**src/rtl/excl_mon_pkg.sv**
```systemverilog
`default_nettype none
// +------------------------------------------------------------------+
// | excl_mon_pkg: shared types and constants for the violation logger |
// | Rev 1.0                                                           |
// +------------------------------------------------------------------+
package excl_mon_pkg;

    typedef enum logic [1:0] {
        IDLE    = 2'd0,
        MONITOR = 2'd1,
        HALTED  = 2'd2
    } mon_state_e;

    localparam int c_ts_w_def      = 32;
    localparam int c_cnt_w_def     = 16;
    localparam int c_fifo_depth_def = 4;
    localparam int c_halt_limit_def = 8;

    // Address width for a FIFO of the given depth (at least one bit).
    function automatic int ptr_w(input int depth);
        int w;
        w = 1;
        for (int i = 1; i < 31; i++) begin
            if ((1 << i) < depth) w = i + 1;
        end
        return w;
    endfunction

endpackage
`default_nettype wire

```
**src/rtl/viol_ts_fifo.sv**
```systemverilog
`default_nettype none
// +------------------------------------------------------------------+
// | viol_ts_fifo: synchronous DEPTH x WIDTH FIFO for timestamps       |
// | Rev 1.0                                                           |
// +------------------------------------------------------------------+
module viol_ts_fifo
    import excl_mon_pkg::*;
#(
    parameter int DEPTH = 4,
    parameter int WIDTH = 32
) (
    input  logic                    clk,
    input  logic                    rst,
    input  logic                    push,
    input  logic                    pop,
    input  logic [WIDTH-1:0]        din,
    output logic [WIDTH-1:0]        dout,
    output logic                    full,
    output logic                    empty,
    output logic [ptr_w(DEPTH):0]   count
);

    localparam int c_aw = ptr_w(DEPTH);

    logic [WIDTH-1:0] r_mem [DEPTH];
    logic [c_aw-1:0]  r_rd_ptr;
    logic [c_aw-1:0]  r_wr_ptr;
    logic [c_aw:0]    r_count;
    logic             w_push_ok;
    logic             w_pop_ok;

    assign empty     = (r_count == '0);
    assign full      = (r_count == (c_aw+1)'(DEPTH));
    assign w_pop_ok  = pop && !empty;
    // A pop frees the slot the push will occupy, so full+pop still accepts.
    assign w_push_ok = push && (!full || w_pop_ok);
    assign count     = r_count;
    assign dout      = empty ? '0 : r_mem[r_rd_ptr];

    always_ff @(posedge clk) begin
        if (w_push_ok) r_mem[r_wr_ptr] <= din;
    end

    always_ff @(posedge clk) begin
        if (rst) begin
            r_rd_ptr <= '0;
            r_wr_ptr <= '0;
            r_count  <= '0;
        end else begin
            if (w_push_ok) r_wr_ptr <= r_wr_ptr + c_aw'(1);
            if (w_pop_ok)  r_rd_ptr <= r_rd_ptr + c_aw'(1);
            case ({w_push_ok, w_pop_ok})
                2'b10:   r_count <= r_count + (c_aw+1)'(1);
                2'b01:   r_count <= r_count - (c_aw+1)'(1);
                default: r_count <= r_count;
            endcase
        end
    end

endmodule
`default_nettype wire

```
**src/rtl/excl_violation_logger.sv**
```systemverilog
`default_nettype none
// +------------------------------------------------------------------+
// | excl_violation_logger: checks a & registered b, counts, stamps    |
// | and queues violation timestamps. Rev 1.0                          |
// +------------------------------------------------------------------+
module excl_violation_logger
    import excl_mon_pkg::*;
#(
    parameter int TS_W       = c_ts_w_def,
    parameter int CNT_W      = c_cnt_w_def,
    parameter int FIFO_DEPTH = c_fifo_depth_def,
    parameter int HALT_LIMIT = c_halt_limit_def
) (
    input  logic             clk,
    input  logic             rst,
    input  logic             a,
    input  logic             b,
    input  logic             en,
    input  logic             clr,
    output logic             viol,
    output logic             fail_flag,
    output logic [CNT_W-1:0] viol_cnt,
    output logic [TS_W-1:0]  first_ts,
    output logic             halted,
    output logic             ts_valid,
    output logic [TS_W-1:0]  ts_data,
    input  logic             ts_ready,
    output logic             ts_drop
);

    localparam int               c_aw      = ptr_w(FIFO_DEPTH);
    localparam logic [CNT_W-1:0] c_cnt_max = '1;

    mon_state_e       r_state;
    mon_state_e       w_state_next;
    logic             r_c;
    logic [TS_W-1:0]  r_ts;
    logic             r_viol;
    logic             r_fail;
    logic [CNT_W-1:0] r_cnt;
    logic [TS_W-1:0]  r_first;
    logic             r_drop;
    logic             w_hit;
    logic             w_count;
    logic             w_halt_hit;
    logic             w_pop;
    logic             w_full;
    logic             w_empty;
    logic [c_aw:0]    w_fifo_cnt;

    assign w_hit   = a & r_c;
    // clr discards a coincident hit.
    assign w_count = (r_state == MONITOR) && w_hit && !clr;
    assign w_pop   = !w_empty && ts_ready;

    generate
        if (HALT_LIMIT != 0) begin : g_halt
            logic [32:0] w_cnt_plus;
            assign w_cnt_plus = 33'(r_cnt) + 33'd1;
            assign w_halt_hit = w_count && (w_cnt_plus >= 33'(HALT_LIMIT));
        end else begin : g_no_halt
            assign w_halt_hit = 1'b0;
        end
    endgenerate

    always_comb begin
        w_state_next = r_state;
        if (clr) begin
            w_state_next = en ? MONITOR : IDLE;
        end else begin
            case (r_state)
                IDLE:    if (en) w_state_next = MONITOR;
                MONITOR: begin
                    if (w_halt_hit)  w_state_next = HALTED;
                    else if (!en)    w_state_next = IDLE;
                end
                HALTED:  w_state_next = HALTED;
                default: w_state_next = IDLE;
            endcase
        end
    end

    always_ff @(posedge clk) begin
        if (rst) begin
            r_state <= IDLE;
            r_c     <= 1'b0;
            r_ts    <= '0;
        end else begin
            r_state <= w_state_next;
            r_c     <= b;
            r_ts    <= r_ts + TS_W'(1);
        end
    end

    always_ff @(posedge clk) begin
        if (rst || clr) begin
            r_viol  <= 1'b0;
            r_fail  <= 1'b0;
            r_cnt   <= '0;
            r_first <= '0;
            r_drop  <= 1'b0;
        end else begin
            r_viol <= w_count;
            if (w_count) begin
                r_fail <= 1'b1;
                if (!r_fail)             r_first <= r_ts;
                if (r_cnt != c_cnt_max)  r_cnt   <= r_cnt + CNT_W'(1);
                if (w_full && !w_pop)    r_drop  <= 1'b1;
            end
        end
    end

    viol_ts_fifo #(
        .DEPTH (FIFO_DEPTH),
        .WIDTH (TS_W)
    ) u_fifo (
        .clk   (clk),
        .rst   (rst || clr),
        .push  (w_count),
        .pop   (w_pop),
        .din   (r_ts),
        .dout  (ts_data),
        .full  (w_full),
        .empty (w_empty),
        .count (w_fifo_cnt)
    );

    assign viol      = r_viol;
    assign fail_flag = r_fail;
    assign viol_cnt  = r_cnt;
    assign first_ts  = r_first;
    assign halted    = (r_state == HALTED);
    assign ts_valid  = !w_empty;
    assign ts_drop   = r_drop;

    // A saturated counter can legitimately fall below the FIFO occupancy.
    always_comb begin
        assert #0 (!(ts_valid && $isunknown(ts_data)));
        assert final (r_drop || (r_cnt == c_cnt_max) || (33'(r_cnt) >= 33'(w_fifo_cnt)));
    end

endmodule
`default_nettype wire
```
**config.mk**
```make
export PLATFORM = sky130hd
export DESIGN_NAME = excl_violation_logger
export DESIGN_NICKNAME = d
export VERILOG_FILES = /design/src/rtl/excl_mon_pkg.sv /design/src/rtl/viol_ts_fifo.sv /design/src/rtl/excl_violation_logger.sv
export SDC_FILE = /design/constraint.sdc
export NUM_CORES = 1
export LEC_CHECK = 0
export CORE_ASPECT_RATIO = 1.2
export CORE_MARGIN = 1
export CORE_UTILIZATION = 33
export DETAILED_ROUTE_END_ITERATION = 12
export GPL_TIMING_DRIVEN = 1
export PLACE_DENSITY = 0.48
export SLEW_MARGIN = 10
export SYNTH_ARGS = -nofsm -noshare
export SYNTH_HDL_FRONTEND = slang
export SYNTH_SLANG_ARGS = --single-unit
export TNS_END_PERCENT = 30
```
**constraint.sdc**
```tcl
create_clock -name clk -period 7.65 [get_ports clk]
set_input_delay 2.295 -clock clk [delete_from_list [all_inputs] [get_ports clk]]
set_output_delay 2.295 -clock clk [all_outputs]
set_load 0.03 [all_outputs]
```
### Yosys cells after proc, flatten, opt, wreduce, memory -nomap -nowiden

Memories as Yosys holds them, arrays and structs flattened. A register that Yosys moved wholly into a read port is not among the register bits.
Cells that the tools add are included.

| word-level totals | value |
|---|---|
| register bits after elaboration | 93 |
| bits in latches | 0 |
| bits in writable memories | 128 |
| memory bits (read-only) | 0 |
| input bits | 7 |
| output and inout port bits | 85 |
| memories kept | 1 |

Memories:

| memory | words | width | rd ports | clocked after Yosys merged registers in | write ports | line | source |
|---|---|---|---|---|---|---|---|
| u_fifo.r_mem | 4 | 32 | 1 | 1 | 1 | viol_ts_fifo.sv:25 | `logic [WIDTH-1:0] r_mem [DEPTH];` |

| cells by class | value |
|---|---|
| $add $sub $neg | 7 |
| $mul | 0 |
| div/mod/pow operators | 0 |
| order comparisons | 1 |
| eq/ne operators | 8 |
| shifts and indexed selects | 0 |
| muxes and demuxes | 12 |
| bitwise logic cells | 2 |
| reduce and logical (&&, ||, !) cells | 20 |

Operators with widths:

| operator | count |
|---|---|
| $add A32 B1 Y32 const B | 1 |
| $mux W32 | 1 |
| $add A16 B1 Y17 const B | 1 |
| $ge A17 B4 Y1 const B | 1 |
| $add A16 B1 Y16 const B | 1 |
| $ne A16 B16 Y1 const B | 1 |
| $mux W2 | 6 |
| $reduce_and A2 Y1 | 4 |
| $logic_and A1 B1 Y1 | 7 |
| $pmux W2 S3 | 1 |
| $pmux W3 S2 | 1 |
| $add A2 B1 Y2 const B | 2 |
| $eq A2 B1 Y1 const B | 2 |
| $eq A2 B2 Y1 const B | 2 |
| $logic_not A1 Y1 | 4 |
| $ne A4 B4 Y1 const B | 1 |
| $add A3 B1 Y3 const B | 1 |
| $eq A3 B3 Y1 const B | 1 |
| $logic_not A3 Y1 | 1 |
| $mux W1 | 3 |
| $ne A3 B3 Y1 const B | 1 |
| $sub A3 B1 Y3 const B | 1 |
| $logic_not A2 Y1 | 1 |
| $logic_or A1 B1 Y1 | 2 |
| 3 further kinds | 3 |

### Logic depth before layout (Yosys ltp)

| logic depth | value |
|---|---|
| depth in word-level cells | 8 |
| mapped depth | 10 |

### By module

From an unflattened synthesis, not the netlist that was laid out.

| second synthesis, totals | value |
|---|---|
| cell total of the unflattened synthesis | 705 |
| area, all modules | 9077.5 µm² |

By module, submodules not included:

| module | times used | cells each | area each (µm²) |
|---|---|---|---|
| viol_ts_fifo | 1 | 270 | 5420.2 |
| excl_violation_logger | 1 | 435 | 3657.3 |

### Least setup slack after synthesis

No wires, ideal clock.

| timing | value |
|---|---|
| path type | input-to-reg |
| from | input clr |
| to | memory u_fifo.r_mem[0][0], enable pin |
| library setup time | 392 ps |
| arrival | 4024 ps |
| slack | 3234 ps |
| stages | 5 |
| cells stage by stage | nand2b_1 or3_1 buf_2 nor2_1 and2_1 |

| on the way | value |
|---|---|
| cells in the longest elaborated chain, start to end | 5 |

Ends and longest elaborated chain:

| element | line | source |
|---|---|---|
| start, declared | excl_violation_logger.sv:19 | `input logic clr,` |
| $logic_not A1 Y1 | excl_violation_logger.sv:53 | `assign w_count = (r_state == MONITOR) && w_hit && !clr;` |
| $logic_and A1 B1 Y1 | excl_violation_logger.sv:53 |  |
| $logic_and A1 B1 Y1 | viol_ts_fifo.sv:36 | `assign w_push_ok = push && (!full \|\| w_pop_ok);` |
| $mux W1 | viol_ts_fifo.sv:41 | `if (w_push_ok) r_mem[r_wr_ptr] <= din;` |
| $mux W1 (not written as such) | viol_ts_fifo.sv:41 |  |
| end, declared | viol_ts_fifo.sv:25 |  |

Every way passes these cells.

==> results.txt <==
----------------------------------------------------
[Run status]
  Run status ... finished with violations
  Violated checks ... DRC

[Logic synthesis]
  Total number of yosys warnings ... 0
  Most used flip-flop cell after synthesis ... edfxtp_1
  Top-area cell type share of the netlist area ... 43.0%
  Yosys reg bits ... 223
  Synth area leaders ... edfxtp_1 43%, dfxtp_1 21%, mux4_2 8.1%
  Largest area contributor in the synthesized netlist ... edfxtp_1
  Number of enable flip-flop cells after synthesis ... 128
  Synth Net Count ... 705
  Async set or reset register ratio after synthesis ... 0%
  Sequential share of the synthesized area ... 64.3%
  Mean instance size in the synthesized netlist ... 12.9 sq um
  Synth unique cells ... 56
  Synth Instances ... 691
  Cell area after technology mapping ... 8940 sq um

[Clocking]
  Clock buffers created by TritonCTS ... 24
  Clock transition time at the flip-flop clock pins of the worst setup and hold paths ... 60 ps
  Clock tree from TritonCTS ... done
  Cts hold-fix bufs ... 0
  Worst-case clock buffer depth ... 3
  Clock Latency Late Sink ... 510 ps
  Number of clock sinks seen by CTS ... 223
  Gates resized, CTS repair ... 0
  Cell at the root of the clock tree ... clkbuf_16
  Maximum level of the CTS H-tree ... 1
  Post-CTS setup buffers ... 0

[Timing]
  Setup TNS ... 0 ps
  Number of max-slew violations in the final report ... 0
  Post-Route Skew ... 6.14 ps
  Min setup slack post-route ... 2350 ps
  Transition at the pin with the smallest max-transition slack ... 827 ps
  Final hold vios ... 0
  Final setup violation count ... 0
  Final clock period utilization by the worst path ... 69.3%
  Fmax ... 189 MHz
  Post-route minimum period ... 5300 ps
  Slew margin rel. ... 44.7%
  RSZ-0062 raised after global routing ... false

[Route]
  DRC violation total after the first TritonRoute iteration ... 292
  Drt drc ... 4
  Routed Wire Length ... 20200 microns
  Average routed wire per standard cell ... 17.8 microns
  Via count of the routed design ... 5536
  Count of nets left with antenna violations after detail routing ... 0
  Detailed-route vias per instance ... 4.88
  First-pass iteration count of the detailed router ... 9

[Worst setup path]
  Worst path cell trace ... buf_4 -> mux4_2 -> and2_1 -> clkdlybuf4s50_1
  RR Endpoint ... u_fifo.count[2]
  Logic depth of the worst setup path including buffers ... 4
  Largest stage delay on the critical path ... 630 ps
  Highest-delay cell along the critical path ... dfxtp_2
  Reg-to-reg startpoint ... u_fifo.count[0]
  Critical path data arrival time ... 3010 ps
  CP Buf/Inv Count ... 2
  Maximum fanout count along the critical path ... 20
  Critical path class ... flip-flop to output port
  Worst setup path endpoint ... ts_data[3]
  Data required time of the critical path ... 5360 ps
  Kind of end point of the critical path ... output port
  Top cell family by delay on the critical path ... buffers and inverters
  R2r setup slk ... 4810 ps
  R2R depth ... 7
  Critical Path Source Type ... flip-flop

[Cells and area]
  Leading cell type in the layout, fill and taps excluded ... edfxtp_1
  Area taken by multi-input logic gates ... 3020 sq um
  Layout-stage area growth over the synthesis result ... 22.8%
  Fillers ... 2441
  NumNets Final ... 796
  Share of post-route cells with drive strength above 1 ... 12.1%
  Fraction of the core area covered by cells at the end of the flow ... 41.5%
  Most frequent cells in the layout ... 128 x edfxtp_1, 94 x dfxtp_1, 91 x clkdlybuf4s50_1
  Final Instance Area ... 11000 sq um
  Non-Filler Instances ... 1135
  Register area ... 5750 sq um
  Number of antenna diodes ... 0

[GRT]
  Global-route wire length before repair ... 32200 microns
  Global route total overflow ... 0
  Largest net degree at the start of global routing ... 59
  Via count of the first global-routing pass ... 5893
  Number of antenna violations at the first check in global routing ... 0
  GR Util All Layers ... 14.8%

[Placement]
  Routability Congestion ... 0.838
  HPWL after detailed placement ... 13000 microns
  Worst slack after detailed placement ... 2410 ps
  Dpl cells ... 1091
  Post-Place Cell Area ... 10200 sq um
  Input/output buffers ... 91

[Run]
  # Max-Cap Violations ... 0

[Hold path]
  Origin of the worst min-delay path ... first_ts[24]
  Type of the tightest min-delay check ... flip-flop to flip-flop

[Die]
  Starting density of the core ... 33.8%
  Number of top-level pins ... 92
  Overall die area ... 27800 sq um
  Vertical die dimension ... 182 microns
  Horizontal die dimension ... 152 microns
  Core outline area ... 26400 sq um
  Number of placement rows ... 65

[Power]
  Internal Power ... 1.94 mW
  Clock Power Share ... 46.7%
  Maximum ir drop on the vdd rail ... 0.000128 V
  Psw ... 0.478 mW
  Power per cell area ... 220 nW/um^2
  Combinational cell fraction of total power ... 1.0%
  Switching share of total power ... 19.8%
  Leakage power of the design ... 3.53 nW
  Share of total power in sequential cells ... 52.3%

----------------------------------------------------
[sequential cells by signal, summed over array words and instances (netlist names), named ones only]
name	cells
first_ts	32
ts_drop	1
r_state	2
viol	1
u_fifo.r_rd_ptr	2
fail_flag	1
viol_cnt	16
u_fifo.r_mem	128
u_fifo.count	3
r_c	1
r_ts	32
u_fifo.r_wr_ptr	2
[power groups by stage]
| stage | logic [mW] | clock network [mW] | registers (mW) |
|---|---|---|---|
| 6_report | 0.0238 | 1.13 | 1.26 |
| 4_1_cts | 0.0244 | 1.16 | 1.26 |
| 2_1_floorplan | 0.0152 | 0 | 1.29 |
| 5_1_grt | 0.0267 | 1.20 | 1.26 |
| 3_3_place_gp | 0.0237 | 0 | 1.29 |
| 3_5_place_dp | 0.0244 | 0 | 1.29 |
[cell families (layout without fill, tap and decap cells)]
group           count (synthesis)  after routing  share of synthesized area, %
mux                            34             34                          8.28
compound gates                 68             68                          4.65
fa+ha+maj                       7              7                          1.06
xor+xnor                       47             47                          4.69
buf+inv                        44            153                          2.06
flops                         223            223                          64.3
simple gates                  268            268                          15.0
[synth_stat cells (2+ instances only)]
cell type / instances
or3_1: 7
o21ai_0: 8
mux4_2: 32
clkbuf_1: 24
nand2b_1: 3
nor3_1: 12
buf_4: 2
nor2_1: 63
nand4_1: 6
a311oi_1: 2
a21oi_1: 42
edfxtp_1: 128
nor2b_1: 4
ha_1: 6
and3_1: 7
xor2_1: 25
o211ai_2: 2
xnor2_1: 21
or2_2: 2
nand3_1: 26
and4_1: 5
buf_2: 9
and4_4: 2
dfxtp_1: 95
nand2_1: 80
and2_1: 39
mux2i_1: 2
inv_1: 8
a211o_1: 2
[routing by layer]
layer	vias up	wire, microns	part of all wire [%]	global-route usage [%]
li1	2673	-	-	-
met1	2712	8460	42	17.5
met2	112	10500	52	27.7
met3	39	855	4.2	2.18
met4	0	398	2.0	4.33
met5	-	0	0	0
[area by class of cell]
| cell class | count | share of cell area, % |
|---|---|---|
| Inverter | 8 | 0.273 |
| Clock inverter | 6 | 0.296 |
| Sequential cell | 223 | 52.3 |
| Clock buffer | 38 | 6.79 |
| Multi-Input combinational cell | 424 | 27.5 |
| Tap cell | 335 | 3.82 |
| Timing Repair Buffer | 101 | 8.98 |
[through the flow]
step | total power [mW] | hold slack, ps
2_1_floorplan | 1.30 | 472
3_3_place_gp | 1.31 | 450
3_5_place_dp | 1.31 | 452
4_1_cts | 2.45 | 461
5_1_grt | 2.49 | 479
6_report | 2.41 | 456
[worst min-delay path by stage]
| stage | depth (start not counted) | slack (ps) | end |
|---|---|---|---|
| after floorplan | 1 | 470 | r_ts[0] |
| after global placement | 2 | 450 | first_ts[9] |
| after detailed placement | 2 | 450 | first_ts[27] |
| after CTS | 2 | 460 | first_ts[24] |
| after global routing | 2 | 480 | first_ts[4] |
| final | 2 | 460 | first_ts[24] |
[worst reg2reg max path, stage by stage, from the launching register on]
cell,delay [ps]
dfxtp_1,470
or3_1,560
buf_4,370
nand3_1,130
fa_1,460
or3_1,400
a311oi_1,260
nor2_1,60
(Power assumes the default switching activity.)
